$ cat config.mk
export PLATFORM = sky130hd
export DESIGN_NAME = dts_search_engine
export DESIGN_NICKNAME = d
export VERILOG_FILES = /design/src/rtl/dts_search_engine.sv
export SDC_FILE = /design/constraint.sdc
export NUM_CORES = 1
export LEC_CHECK = 0
export CORE_UTILIZATION = 50
export CTS_CLUSTER_DIAMETER = 80
export DETAILED_ROUTE_END_ITERATION = 7
export GPL_TIMING_DRIVEN = 0
export HOLD_SLACK_MARGIN = 0.08
export PLACE_DENSITY = 0.8
export SETUP_SLACK_MARGIN = 0.5
export SKIP_CTS_REPAIR_TIMING = 1
export SYNTH_ARGS = -nofsm -noshare
export SYNTH_HDL_FRONTEND = slang
export SYNTH_SLANG_ARGS = --single-unit
$ cat constraint.sdc
create_clock -name clk -period 7.3 [get_ports clk]
set_clock_uncertainty 0.15 [all_clocks]
set_input_delay 0.73 -clock clk [delete_from_list [all_inputs] [get_ports clk]]
set_output_delay 0.73 -clock clk [all_outputs]
set_load 0.05 [all_outputs]
$ cat src/rtl/dts_search_engine.sv
// Exhaustive backtracking enumerator for (N,K) difference triangle sets with marks <= M.
// One candidate per TRY cycle; each solution is held in FOUND until the consumer acks it.
module dts_search_engine #(
    parameter int N  = 3,
    parameter int K  = 3,
    parameter int M  = 19,
    parameter int CW = 16
) (
    input  logic               clk,
    input  logic               reset,
    input  logic               start,
    input  logic               sol_ack,
    output logic [N*(M+1)-1:0] res,
    output logic               sol_valid,
    output logic               busy,
    output logic               done,
    output logic [CW-1:0]      sol_count
);

    localparam int KM  = K - 1;
    localparam int D   = N * KM;
    localparam int W   = $clog2(M + 2);
    localparam int DW  = (D > 1) ? $clog2(D) : 1;
    localparam int SD  = 1 << DW;
    localparam int BMW = 1 << W;
    localparam int RW  = N * (M + 1);

    typedef enum logic [1:0] {S_IDLE, S_TRY, S_FOUND, S_DONE} state_e;

    state_e          state_q, state_d;
    logic [DW-1:0]   d_q, d_d;
    logic [W-1:0]    c_q, c_d;
    logic [W-1:0]    stack_q [SD];
    logic [W-1:0]    stack_d [SD];
    logic [BMW-1:0]  used_q, used_d;
    logic [RW-1:0]   res_q, res_d;
    logic [CW-1:0]   cnt_q, cnt_d;

    int              cur_d, cur_b, cur_p;
    int              pop_d, pop_b, pop_p;
    logic            fits;
    logic            do_push, do_pop;
    logic [W-1:0]    diff_t;
    logic [W-1:0]    pop_mark;
    logic [W-1:0]    first_mark;

    always_ff @(posedge clk or posedge reset) begin
        if (reset) begin
            state_q <= S_IDLE;
            d_q     <= '0;
            c_q     <= '0;
            used_q  <= '0;
            res_q   <= '0;
            cnt_q   <= '0;
            for (int i = 0; i < SD; i++) stack_q[i] <= '0;
        end else begin
            state_q <= state_d;
            d_q     <= d_d;
            c_q     <= c_d;
            used_q  <= used_d;
            res_q   <= res_d;
            cnt_q   <= cnt_d;
            for (int i = 0; i < SD; i++) stack_q[i] <= stack_d[i];
        end
    end

    always_comb begin
        state_d = state_q;
        d_d     = d_q;
        c_d     = c_q;
        used_d  = used_q;
        res_d   = res_q;
        cnt_d   = cnt_q;
        for (int i = 0; i < SD; i++) stack_d[i] = stack_q[i];
        do_push = 1'b0;
        do_pop  = 1'b0;
        diff_t  = '0;

        cur_d = int'(d_q);
        cur_b = cur_d / KM;
        cur_p = cur_d % KM;

        // Candidate fits if its distance to 0 and to every earlier mark of its ruler is unused.
        fits = (c_q <= W'(M)) && !used_q[c_q];
        for (int i = 0; i < KM; i++) begin
            if (i < cur_p) begin
                diff_t = c_q - stack_q[DW'(cur_b * KM + i)];
                if (used_q[diff_t]) fits = 1'b0;
            end
        end

        // FOUND pops the full-depth top entry; TRY pops the entry below the current depth.
        pop_d    = (state_q == S_FOUND) ? cur_d : cur_d - 1;
        pop_b    = pop_d / KM;
        pop_p    = pop_d % KM;
        pop_mark = stack_q[DW'(pop_d)];

        first_mark = (cur_p == 0) ? c_q : stack_q[DW'(cur_b * KM)];

        case (state_q)
            S_IDLE, S_DONE: begin
                if (start) begin
                    state_d = S_TRY;
                    d_d     = '0;
                    c_d     = W'(1);
                    used_d  = '0;
                    res_d   = '0;
                    cnt_d   = '0;
                    for (int i = 0; i < SD; i++) stack_d[i] = '0;
                end
            end
            S_TRY: begin
                if (c_q > W'(M)) begin
                    if (d_q == '0) begin
                        state_d = S_DONE;
                    end else begin
                        do_pop = 1'b1;
                        d_d    = d_q - DW'(1);
                    end
                end else if (fits) begin
                    do_push = 1'b1;
                    if (cur_d == D - 1) begin
                        state_d = S_FOUND;
                    end else begin
                        d_d = d_q + DW'(1);
                        // A new ruler starts above the previous ruler's first mark (symmetry breaking).
                        c_d = (cur_p == KM - 1) ? first_mark + W'(1) : c_q + W'(1);
                    end
                end else begin
                    c_d = c_q + W'(1);
                end
            end
            S_FOUND: begin
                if (sol_ack) begin
                    do_pop  = 1'b1;
                    state_d = S_TRY;
                end
            end
            default: state_d = S_IDLE;
        endcase

        if (do_pop) begin
            c_d              = pop_mark + W'(1);
            used_d[pop_mark] = 1'b0;
            for (int i = 0; i < KM; i++) begin
                if (i < pop_p) begin
                    diff_t         = pop_mark - stack_q[DW'(pop_b * KM + i)];
                    used_d[diff_t] = 1'b0;
                end
            end
        end

        if (do_push) begin
            stack_d[d_q] = c_q;
            used_d[c_q]  = 1'b1;
            for (int i = 0; i < KM; i++) begin
                if (i < cur_p) begin
                    diff_t         = c_q - stack_q[DW'(cur_b * KM + i)];
                    used_d[diff_t] = 1'b1;
                end
            end
            if (cur_d == D - 1) begin
                res_d = '0;
                for (int b = 0; b < N; b++) begin
                    res_d[b * (M + 1)] = 1'b1;
                    for (int j = 1; j <= M; j++) begin
                        for (int i = 0; i < KM; i++) begin
                            if (stack_d[b * KM + i] == W'(j)) res_d[b * (M + 1) + j] = 1'b1;
                        end
                    end
                end
                cnt_d = (&cnt_q) ? cnt_q : cnt_q + CW'(1);
            end
        end
    end

    always_comb begin
        busy      = (state_q == S_TRY) || (state_q == S_FOUND);
        done      = (state_q == S_DONE);
        sol_valid = (state_q == S_FOUND);
        res       = res_q;
        sol_count = cnt_q;
    end

endmodule

==> results by stage, run 1 <==
Run status:
- The run finished with clean final reports.

Yosys:
- The compound-gate portion of the synthesized area is 0.2370.
- Of the total synthesized cell area, the portion taken by XOR and XNOR cells is 0.02359.
- The total number of yosys warnings is 0.
- The most frequent cell after synthesis is sky130_fd_sc_hd__dfrtp_1.
- Of the total synthesized cell area, the portion taken by full adders, half adders and majority gates is 0.03498.
- Of the total synthesized cell area, the portion taken by AND, OR, NAND and NOR gates is 0.1939.
- Measured against the total synthesized area, the mux share comes to 0.09438.
- The total nets after synthesis is 1255.
- The post-synthesis sequential area ratio is 0.3709.
- The dominant combinational cell family by area after synthesis is compound AO/OA/AOI/OAI gates.
- In this run, synthesis produced a sequential element count of between 150 and 200.
- After synthesis, the netlist uses 80 different library cells.
- By area the synthesized netlist is led by sky130_fd_sc_hd__dfrtp_1 (37%), sky130_fd_sc_hd__mux4_2 (5.9%), sky130_fd_sc_hd__nand2_1 (5.2%), sky130_fd_sc_hd__nor2_1 (4.5%), sky130_fd_sc_hd__o21ai_0 (4.3%).
- The most used flip-flop cell after synthesis is sky130_fd_sc_hd__dfrtp_1.
- After synthesis, the share of flip-flops with an asynchronous set or reset is 1.000.
- The share of the synthesized area in the top cell type is 0.3709.
- In this run, synthesis inferred 0 flip-flops with an integrated enable.
- Ranked by instance count, the synthesized netlist is headed by sky130_fd_sc_hd__dfrtp_1 (158), sky130_fd_sc_hd__nand2_1 (148), sky130_fd_sc_hd__nor2_1 (127).
- Synthesis handed over a netlist of between 1k and 1.5k instances.
- The post-synthesis average cell area is about 8.7 µm².
- The cell type with the highest aggregate area in the netlist is sky130_fd_sc_hd__dfrtp_1.
- In this run the cell area of the synthesized design comes to approximately 11000 µm².

Final layout:
- Relative to the synthesized area, the layout overhead comes to 16.77%.
- The area of combinational cells with multiple inputs is 6223 µm².
- The number of antenna diodes in the final layout is 0.
- The number of nets in the final layout is around 1.4k.
- The register area is 3954 µm².
- The fill cell total of the finished layout is about 1.8k.
- The share of cells above drive strength 1 is 0.08072.

Drt:
- The total number of vias is ~11k.
- The wire length per cell is between 20 and 25 µm.
- Summed over all layers, the routed wires come to about 36000 µm.
- In the routed layout, each cell is associated on average with a via count of about 6.7.
- For this run, design rule violations remaining after detail routing come to 0.
- The total iterations of the first detailed-routing run is 8.
- The first routing iteration left ~1.2k violations.
- Once detail routing completed, the nets flagged for antenna violations numbered 0.

Setup path:
- The worst setup path endpoint is used_q[17].
- The capture instance of the worst register-to-register path is used_q[17].
- Data on the critical path arrives at its endpoint at roughly 6 ns.
- STA classifies the critical path endpoint as a register.
- The critical path is of the register to register type.
- Along the worst path, the maximum fanout reaches 10.
- The type of origin of the critical path is a register.
- The worst setup slack for register-to-register paths is roughly 1.3 ns.
- Tracing the worst setup path back leads to its startpoint at d_q[0].
- At the worst endpoint, the required time is 7.47 ns.
- The reg-to-reg startpoint is d_q[0].
- The number of cells traversed by the worst register-to-register path is 17.

Die:
- The area enclosed by the die boundary is between 20000 and 25000 µm².
- The area of the core region is 20960 µm².
- between 80 and 90 I/O pins were placed.
- The initial utilization of the core area, before any placement, comes to 0.5087.
- The site row count is 53.
- From left edge to right edge, the die measures between 100 and 150 µm.
- In this run the vertical extent of the chip is ~150 µm.

STA:
- The final setup TNS is 0 ns.
- The final hold violation count is 0.
- The max-slew headroom at the worst pin is 0.1553.
- The max-slew violation count came to 0.
- Across all setup checks in the final design, the least slack found is ~1.3 ns.
- The routed design could run at a clock period as short as approximately 6 ns.
- The portion of the clock cycle consumed by the worst path in the final layout is 0.8159.
- Setup repair after global routing left no endpoint under its margin.
- The actual transition at the worst max-transition pin is approximately 1.3 ns.
- The highest clock frequency the design can meet is ~0.17 GHz.
- Setup violations remaining at the end of the flow were counted as 0.

Power:
- Of the total power, the clock network draws 0.157.
- The ratio of total power to cell area is ~460 nW/µm².
- The standby leakage power is 4.867 nW.
- Internal power comes to 2.669 mW.
- The net switching fraction of the power is 0.5379.
- Summing internal, switching and leakage power gives around 5.8 mW.
- The share of total power in sequential cells is 0.208.
- Across the VDD grid, the largest voltage drop is about 210 µV.
- Of the total power, combinational logic draws 0.635.
- The net switching power is 3.107 mW.

Clock tree:
- The number of buffers between clock root and the deepest sink is 2.
- For this design, the sink count on the clock tree is 158.
- The TritonCTS buffer count is 17.
- The clock edge transition at the registers on the reported setup and hold paths is around 0.080 ns.
- The clock root buffer is sky130_fd_sc_hd__clkbuf_16.
- The clock tree synthesis step divided the H-tree into 4 levels.
- TritonCTS built the clock tree.
- The clock latency at the later pin of the worst-skew pair is 0.44 ns.

GRT:
- The via count of the first global-routing pass is approximately 10k.
- In the global route stage, overall resource usage came out at 0.3431.
- Entering global routing, the biggest net connects between 100 and 150 pins.
- The global-route wire length before repair is 57410 µm.
- The initial antenna violation count is 0.
- For this run the aggregate overflow at the end of global routing stands at 0.

Job:
- The tool flagged a number of max-cap violations equal to 0.

Placement:
- The post-DP HPWL is approximately 26000 µm.
- OpenSTA, run right after detailed placement, puts the worst setup slack at ~1.4 ns.
- During placement, the flow inserted port buffers numbering 82.
- The global placement routability congestion is a little under 1.

Min path:
- The path class of the tightest hold or removal check is register to register.
layout by cell type, fill, tap and decap left out, types with 17 or more instances in the layout:
cell type / n
sky130_fd_sc_hd__clkbuf_1: 51
sky130_fd_sc_hd__mux2i_1: 29
sky130_fd_sc_hd__ha_1: 25
sky130_fd_sc_hd__o21ai_0: 91
sky130_fd_sc_hd__nand3_1: 76
sky130_fd_sc_hd__nor3_1: 23
sky130_fd_sc_hd__clkbuf_16: 17
sky130_fd_sc_hd__a32oi_1: 24
sky130_fd_sc_hd__nor2_1: 127
sky130_fd_sc_hd__inv_1: 32
sky130_fd_sc_hd__clkdlybuf4s50_1: 82
sky130_fd_sc_hd__o211ai_1: 37
sky130_fd_sc_hd__mux4_2: 28
sky130_fd_sc_hd__nand2_1: 148
sky130_fd_sc_hd__a22oi_1: 36
sky130_fd_sc_hd__buf_2: 19
sky130_fd_sc_hd__a21oi_1: 49
sky130_fd_sc_hd__dfrtp_1: 158
sky130_fd_sc_hd__o22ai_1: 37
state kept, by name, summed over array words and instances (netlist names):
name / count
sol_count: 16
c_q: 5
stack_q: 40
used_q: 32
res: 60
state_q: 2
d_q: 3
layer usage:
metal / track usage / routed length [µm] / vias up
li1: - / - / 4741
met2: 0.5200 / 16150 / 764
met1: 0.4626 / 14760 / 5116
met4: 0.1742 / 1665 / 0
met3: 0.07438 / 3865 / 134
met5: 0 / 0 / -
per-stage QoR:
step | utilization | hold slack (ns) | cells | cell area (µm²)
detailed placement | 0.5659 | 0.3165 | 1581 | 11860
floorplan | - | 0.3391 | 1223 | 10660
finish | 0.5940 | 0.3465 | 1613 | 12450
global route | 0.5940 | 0.3692 | 1613 | 12450
global placement | 0.5642 | 0.3154 | 1580 | 11820
CTS | 0.5940 | 0.3433 | 1613 | 12450
power groups by stage:
stage	combinational (mW)	clock, mW	sequential, mW
after floorplan	2.48	0	1.24
after global placement	3.48	0	1.20
after detailed placement	3.53	0	1.21
after CTS	3.55	0.907	1.19
after global routing	3.90	0.946	1.22
final	3.67	0.908	1.20
worst min-delay path by stage:
| stage | start | end | cells past startpoint |
|---|---|---|---|
| 5_1_grt | res[0] | res[0] | 2 |
| 6_report | res[0] | res[0] | 2 |
| 3_5_place_dp | res[20] | res[20] | 2 |
| 4_1_cts | res[20] | res[20] | 2 |
| 3_3_place_gp | res[40] | res[40] | 2 |
| 2_1_floorplan | stack_q[22] | stack_q[22] | 2 |
final cells by class:
class / instances / share of cell area
plain buffers: 83 / 0.02815
clock buffers: 17 / 0.03418
clock inverters: 15 / 0.01307
inverters: 35 / 0.01116
multi-input cells: 947 / 0.5000
flip-flops and latches: 158 / 0.3177
well taps: 275 / 0.02764
repair buffers: 83 / 0.06815
critical path: stages, from the launching register on:
cell and delay [ns]:
sky130_fd_sc_hd__dfrtp_1 0.55, sky130_fd_sc_hd__clkbuf_1 0.47, sky130_fd_sc_hd__clkinv_1 0.46, sky130_fd_sc_hd__ha_1 0.42, sky130_fd_sc_hd__mux2i_2 0.66, sky130_fd_sc_hd__ha_1 0.36
sky130_fd_sc_hd__inv_1 0.23, sky130_fd_sc_hd__mux4_2 0.56, sky130_fd_sc_hd__ha_1 0.23, sky130_fd_sc_hd__fa_1 0.41, sky130_fd_sc_hd__inv_1 0.08, sky130_fd_sc_hd__a21o_1 0.11
sky130_fd_sc_hd__a21oi_1 0.07, sky130_fd_sc_hd__xnor2_1 0.26, sky130_fd_sc_hd__xor2_1 0.31, sky130_fd_sc_hd__nand2_1 0.25, sky130_fd_sc_hd__nor2_1 0.15, sky130_fd_sc_hd__o22ai_1 0.09
logic make-up after synthesis:
family | count (synthesis)
fa+ha+maj | 28
flops | 158
mux | 64
buf+inv | 118
compound gates | 380
xor+xnor | 22
simple gates | 453
No activity file was read; power rests on OpenSTA's default activity.
==> run 2: changes to the inputs <==
- clock period: 7.3 -> 5.8 ns (I/O delays scaled with it)
==> results by stage, run 2 (synthesis gave the netlist of run 1 again) <==
Drt:
- The DRC marker count from the first detailed-route iteration is 1215 (+1.3%).
- The wire length per cell was 22.67 µm (+0.35%).
- The remaining routing DRC violations is 0 (unchanged).
- The number of nets with antenna violations after detailed routing is 0 (unchanged).
- The total number of vias was 10.80k (+0.46%).
- The detailed-route vias per instance is 6.677 (+0.15%).
- The overall routed net length was 36680 µm (+0.66%).
- The total iterations of the first detailed-routing run is 8 (unchanged).

Power:
- The standby leakage power is 4.906 nW (+0.79%).
- The ratio of total power to cell area is 588.4 nW/µm² (+27%).
- The post-layout total power was 7.391 mW (+28%).
- The worst ir drop on vdd is 263.5 µV (+27%).

Die:
- The effective utilization at floorplan is 0.5087 (unchanged).
- The die span in y was 148.0 µm (unchanged).
- The site row count was 53 (unchanged).
- The area of the core region came to 20960 µm² (unchanged).
- The die boundary width is 148.0 µm (unchanged).
- The area enclosed by the die boundary was 21910 µm² (unchanged).
- The I/O pin count came to 83 (unchanged).

STA:
- The highest clock frequency the design can meet was 0.1923 GHz (+15%).
- The portion of the clock cycle consumed by the worst path in the final layout is 0.8965 (+0.08066).
- The final hold slack is 0.3456 ns (-0.0008340 ns).
- The final worst setup slack is 0.6001 ns (-0.7440 ns).
- The final hold violation count came to 0 (unchanged).
- The final setup violation count came to 0 (unchanged).
- The max-slew violation count is 0 (unchanged).
- The final setup TNS was 0 ns (unchanged).
- The max-slew headroom at the worst pin is 0.1927 (+0.03732).
- Setup repair after global routing left no endpoint under its margin.
- The actual transition at the worst max-transition pin is 1.208 ns (-0.05586 ns).
- The minimum clock period after layout is 5.200 ns (-0.7560 ns).

Setup path:
- The largest driver fanout on the critical path is 10 (unchanged).
- The required time reported for the critical path endpoint is 5.95 ns (-1.52 ns).
- The type of destination of the critical path is a register.
- The arrival time at the worst endpoint came to 5.35 ns (-0.77 ns).
- The type of origin of the critical path is a register.
- The critical path is of the register to register type.

Clock tree:
- The H-tree depth reported by CTS is 4 (unchanged).
- CTS placed an instance of sky130_fd_sc_hd__clkbuf_16 at the clock tree root.
- The CTS sink count came to 158 (unchanged).
- TritonCTS built the clock tree.
- The number of buffers between clock root and the deepest sink was 2 (unchanged).
- The TritonCTS buffer count came to 17 (unchanged).
- The clock edge transition at the registers on the reported setup and hold paths came to 0.08 ns (about the same).
- The clock latency at the later pin of the worst-skew pair is 0.44 ns (about the same).

Final layout:
- The area of combinational cells with multiple inputs is 6264 µm² (+0.64%).
- The final cell count without fillers was 1618 (+0.31%).
- The flip-flop count of the largest register after layout is 60 (unchanged).
- The number of nets in the final layout came to 1362 (+0.37%).
- The fill cell total of the finished layout came to 1838 (-0.43%).
- The register area is 3955 µm² (about the same).
- The share of cells above drive strength 1 is 0.09382 (+0.01310).
- The top cell types in the final layout, fill and taps aside, are sky130_fd_sc_hd__dfrtp_1 (157), sky130_fd_sc_hd__nand2_1 (148), sky130_fd_sc_hd__nor2_1 (126).
- Leaving out fill and tap cells, the most frequent cell in the layout is sky130_fd_sc_hd__dfrtp_1.
- The number of antenna repair diodes is 0 (unchanged).
- The area growth from synthesis to layout is 17.83%.

GRT:
- The via count of the first global-routing pass was 10.29k (unchanged).
- The overall routing resource usage is 0.3431 (unchanged).
- The pin count of the biggest net entering global routing is 101 (unchanged).
- The global-route wire length before repair was 57410 µm (unchanged).
- The overall overflow remaining after global route is 0 (unchanged).
- The initial antenna violation count is 0 (unchanged).

Placement:
- The cell count after placement came to 1581 (unchanged).
- The port buffer count came to 82 (unchanged).
- The global placement routability congestion is 0.9782 (unchanged).
- The post-DP HPWL was 25910 µm (unchanged).
- The pre-CTS setup slack came to -0.06435 ns (-1.500 ns).

Run status:
- The run finished with clean final reports.

Job:
- The number of violations of the max-capacitance limit is 0 (unchanged).

Min path:
- The min-delay analysis places its worst path in the category register to register.
==> run 2: cell count changes in the layout (fill, tap and decap cells not counted), sizes merged <==
cell,previous run,this run
buf,33,37
clkbuf,68,69
clkinv,7,6
clkinvlp,1,3
inv,42,41
==> run 2: worst max-delay path, cell delays in order, from the launching register on <==
cell	delay, ns
sky130_fd_sc_hd__dfrtp_1	0.48
sky130_fd_sc_hd__clkbuf_2	0.29
sky130_fd_sc_hd__clkbuf_4	0.27
sky130_fd_sc_hd__mux4_2	0.37
sky130_fd_sc_hd__ha_1	0.20
sky130_fd_sc_hd__inv_1	0.09
sky130_fd_sc_hd__fa_2	0.31
sky130_fd_sc_hd__xor2_4	0.24
sky130_fd_sc_hd__buf_4	0.28
sky130_fd_sc_hd__mux4_2	0.53
sky130_fd_sc_hd__mux2i_1	0.29
sky130_fd_sc_hd__mux2i_1	0.20
sky130_fd_sc_hd__mux2i_2	0.36
sky130_fd_sc_hd__o21ai_2	0.25
sky130_fd_sc_hd__buf_2	0.29
sky130_fd_sc_hd__buf_2	0.22
sky130_fd_sc_hd__nand3_1	0.12
sky130_fd_sc_hd__o21ai_0	0.12
==> run 2: cell type report <==
cell class	instances	share of cell area
tap	275	0.02740
clock buffer	17	0.03387
inverter	35	0.01166
buffer	83	0.02899
multi-input combinational	947	0.4987
timing repair buffer	88	0.07153
clock inverter	15	0.01295
sequential	158	0.3149
==> run 2: routing by layer <==
| metal | global-route usage | part of all wire |
|---|---|---|
| met5 | 0 | 0 |
| met4 | 0.1742 | 0.047 |
| met3 | 0.07438 | 0.11 |
| met2 | 0.5200 | 0.44 |
| met1 | 0.4626 | 0.41 |
==> run 2: path summary, 6_finish.rpt <==
path | start | endpoint | slack, ns | depth (start not counted)
max | d_q[2] | res[23] | 0.60 | 17
max reg2reg | d_q[2] | res[23] | 0.60 | 17
min in group asynchronous | reset | res[54] | 0.40 | 2
min | res[0] | res[0] | 0.35 | 2
min reg2reg | res[0] | res[0] | 0.35 | 2
max in group asynchronous | reset | d_q[1] | 4.20 | 3
==> run 2: power by group <==
| part | internal [mW] | leakage, nW | switching, mW |
|---|---|---|---|
| Sequential | 1.30 | 2.18 | 0.211 |
| Combinational | 1.55 | 2.44 | 3.18 |
| Clock | 0.580 | 0.287 | 0.566 |
==> run 2: metrics by stage <==
| step | area (µm²) | utilization |
|---|---|---|
| 2_1_floorplan | 10660 | - |
| 3_3_place_gp | 11820 | 0.5642 |
| 3_5_place_dp | 11860 | 0.5659 |
| 4_1_cts | 12450 | 0.5940 |
| 5_1_grt | 12560 | 0.5994 |
| 6_report | 12560 | 0.5994 |
==> RTL edit, RTL diff (flow settings as in run 2) <==
Reset style: synchronous (`reset`), changed in one clocked block.
--- a/src/rtl/dts_search_engine.sv
+++ b/src/rtl/dts_search_engine.sv
@@ -46,3 +46,3 @@
 
-    always_ff @(posedge clk or posedge reset) begin
+    always_ff @(posedge clk) begin
         if (reset) begin
Check against the original RTL: differs if reset is asserted again (counterexample within 4 cycles, from zero or initial values and one cycle with reset high); with reset held inactive, the same outputs for 4 cycles.
==> RTL edit against run 2 <==
Total power decreased by 9.2%; design area decreased by 0.66%; worst setup slack improved by 0.088 ns; via count increased by 7.7%; first-iteration DRC count increased by 31%; global-route usage decreased by 0.076 points; area after synthesis decreased by 0.68%; sequential cell count increased by 2; critical path depth decreased by 2; routed wire length increased by 3.1%; critical endpoint is now c_q[0]; largest power group unchanged.
==> RTL edit: results (changes against run 2) <==
| Item | Reported | Delta |
| --- | --- | --- |
| Run status | finished, final reports clean |  |
| Number of buffers on the longest clock path | 2 | unchanged |
| Global-route wire length before repair | 58000 microns | +1.1% |
| Yosys cell types | 73 | -8.8% |
| Residual overflow from global routing | 0 | unchanged |
| Via count of the routed design | 11600 | +7.7% |
| CP max stage cell | fa_1 |  |
| N_diodes | 0 | unchanged |
| IR Drop Worst-Case VDD | 0.310 mV | +18% |
| Post-Synthesis Net Count | 1383 | +10% |
| Ranking of synthesized cells by instance count | nand2_1, dfxtp_1, a21oi_1, nand3_1, o22ai_1 |  |
| CP max stage delay | 0.52 ns |  |
| Largest net degree at the start of global routing | 20 | -80% |
| Share of final-layout standard cells stronger than drive strength 1 | 8.59% | -0.79 points |
| Detailed placement HPWL | 27400 microns | +5.9% |
| Worst-path clk slew | 0.08 ns | about the same |
| Worst hold path type | reg -> reg |  |
| GR Util All Layers | 34.2% | -0.076 points |
| Number of violations reported at the end of detailed-routing iteration 0 | 1593 | +31% |
| Vias in the first global route | 10500 | +1.9% |
| # nets final | 1485 | +9.0% |
| Pin slew with the least headroom to its limit | 1.35 ns | +0.139 ns |
| Placer's final routability congestion estimate | 1.01 | +2.7% |
| Post-synth top flop | dfxtp_1 |  |
| Pleak | 3.94 nW | -20% |
| TritonCTS Buffers | 17 | unchanged |
| Part of the Yosys area used for sequential elements | 30.3% | -6.8 points |
| Worst-path fanout max | 10 | unchanged |
| Overall routed net length | 37800 microns | +3.1% |
| Max FFs per register | 60 | unchanged |
| Number of warnings issued by yosys | 0 | unchanged |
| Pre-antenna DRT Iters | 6 | -2 |
| Proportion of register bits with asynchronous set or reset after synthesis | 0% | -100 points |
| Number of antenna violations at the first check in global routing | 0 | unchanged |
| Filler cells | 1829 | -0.49% |
| Insertion delay of the later-clocked pin in the worst-skew pair | 0.45 ns |  |
| Cells taking the most area after synthesis | dfxtp_1, nand2_1, mux4_2 |  |
| Maximum level of the CTS H-tree | 4 | unchanged |
| Clk root buf | clkbuf_16 |  |
| Port-buffer cells | 81 | -1.2% |
## RTL edit: worst max-delay path, delay by kind of cell, from the launching register on
kind / cells / cell delay (ns)
and+or+nand+nor: 3 / 0.84
DFF: 1 / 0.36
muxes: 1 / 0.50
adders and majority gates: 2 / 0.80
buffers and inverters: 6 / 1.53
AOI/OAI and AO/OA: 3 / 0.79
## RTL edit: layout make-up
cell class / count / area [sq um] / share of cell area (%)
buffer: 97 / 413 / 3.31
sequential: 160 / 3200 / 25.7
multi-input combinational: 1065 / 6960 / 55.8
tap: 270 / 338 / 2.71
clock buffer: 17 / 425 / 3.41
clock inverter: 15 / 184 / 1.47
inverter: 29 / 113 / 0.903
timing repair buffer: 83 / 838 / 6.72
## RTL edit: path summary, 6_finish.rpt
| check | to | cells past startpoint | slack, ns | from |
|---|---|---|---|---|
| worst min register to register | res[0] | 2 | 0.31 | res[0] |
| worst min-delay path | res[0] | 2 | 0.31 | res[0] |
| worst max register to register | c_q[0] | 15 | 0.69 | c_q[0] |
| worst max-delay path | c_q[0] | 15 | 0.69 | c_q[0] |
## RTL edit: metal layers
layer	global-route usage, %	up-vias	routed length, microns
li1	-	5266	-
met2	52.7	782	16700
met3	8.21	145	4300
met5	0	-	0
met1	44.3	5439	14900
met4	18.5	0	1920
## RTL edit: logic make-up (layout without fill, tap and decap cells)
| family | count (synthesis) | count (layout) | synth area share, % |
|---|---|---|---|
| compound gates | 428 | 428 | 26.5 |
| xor+xnor | 21 | 21 | 2.08 |
| fa+ha+maj | 28 | 28 | 3.52 |
| buf+inv | 126 | 241 | 4.86 |
| flops | 160 | 160 | 30.3 |
| mux | 59 | 59 | 8.86 |
| simple gates | 529 | 529 | 23.9 |
## RTL edit: per-stage QoR
stage          area (sq um)  setup WS, ns  cells  TNS, ns
2_1_floorplan         10600         0.936   1351        0
4_1_cts               12400        -0.127   1734   -0.482
3_5_place_dp          11700        -0.164   1702   -0.674
5_1_grt               12500         0.503   1736        0
3_3_place_gp          11700       -0.0387   1702   -0.149
6_report              12500         0.688   1736        0
## RTL edit: report_power, final
group	internal, mW	leakage (nW)	switching [mW]
logic	1.33	2.36	2.87
clock network	0.585	0.289	0.581
registers	1.20	1.29	0.145
total	3.12	3.94	3.59
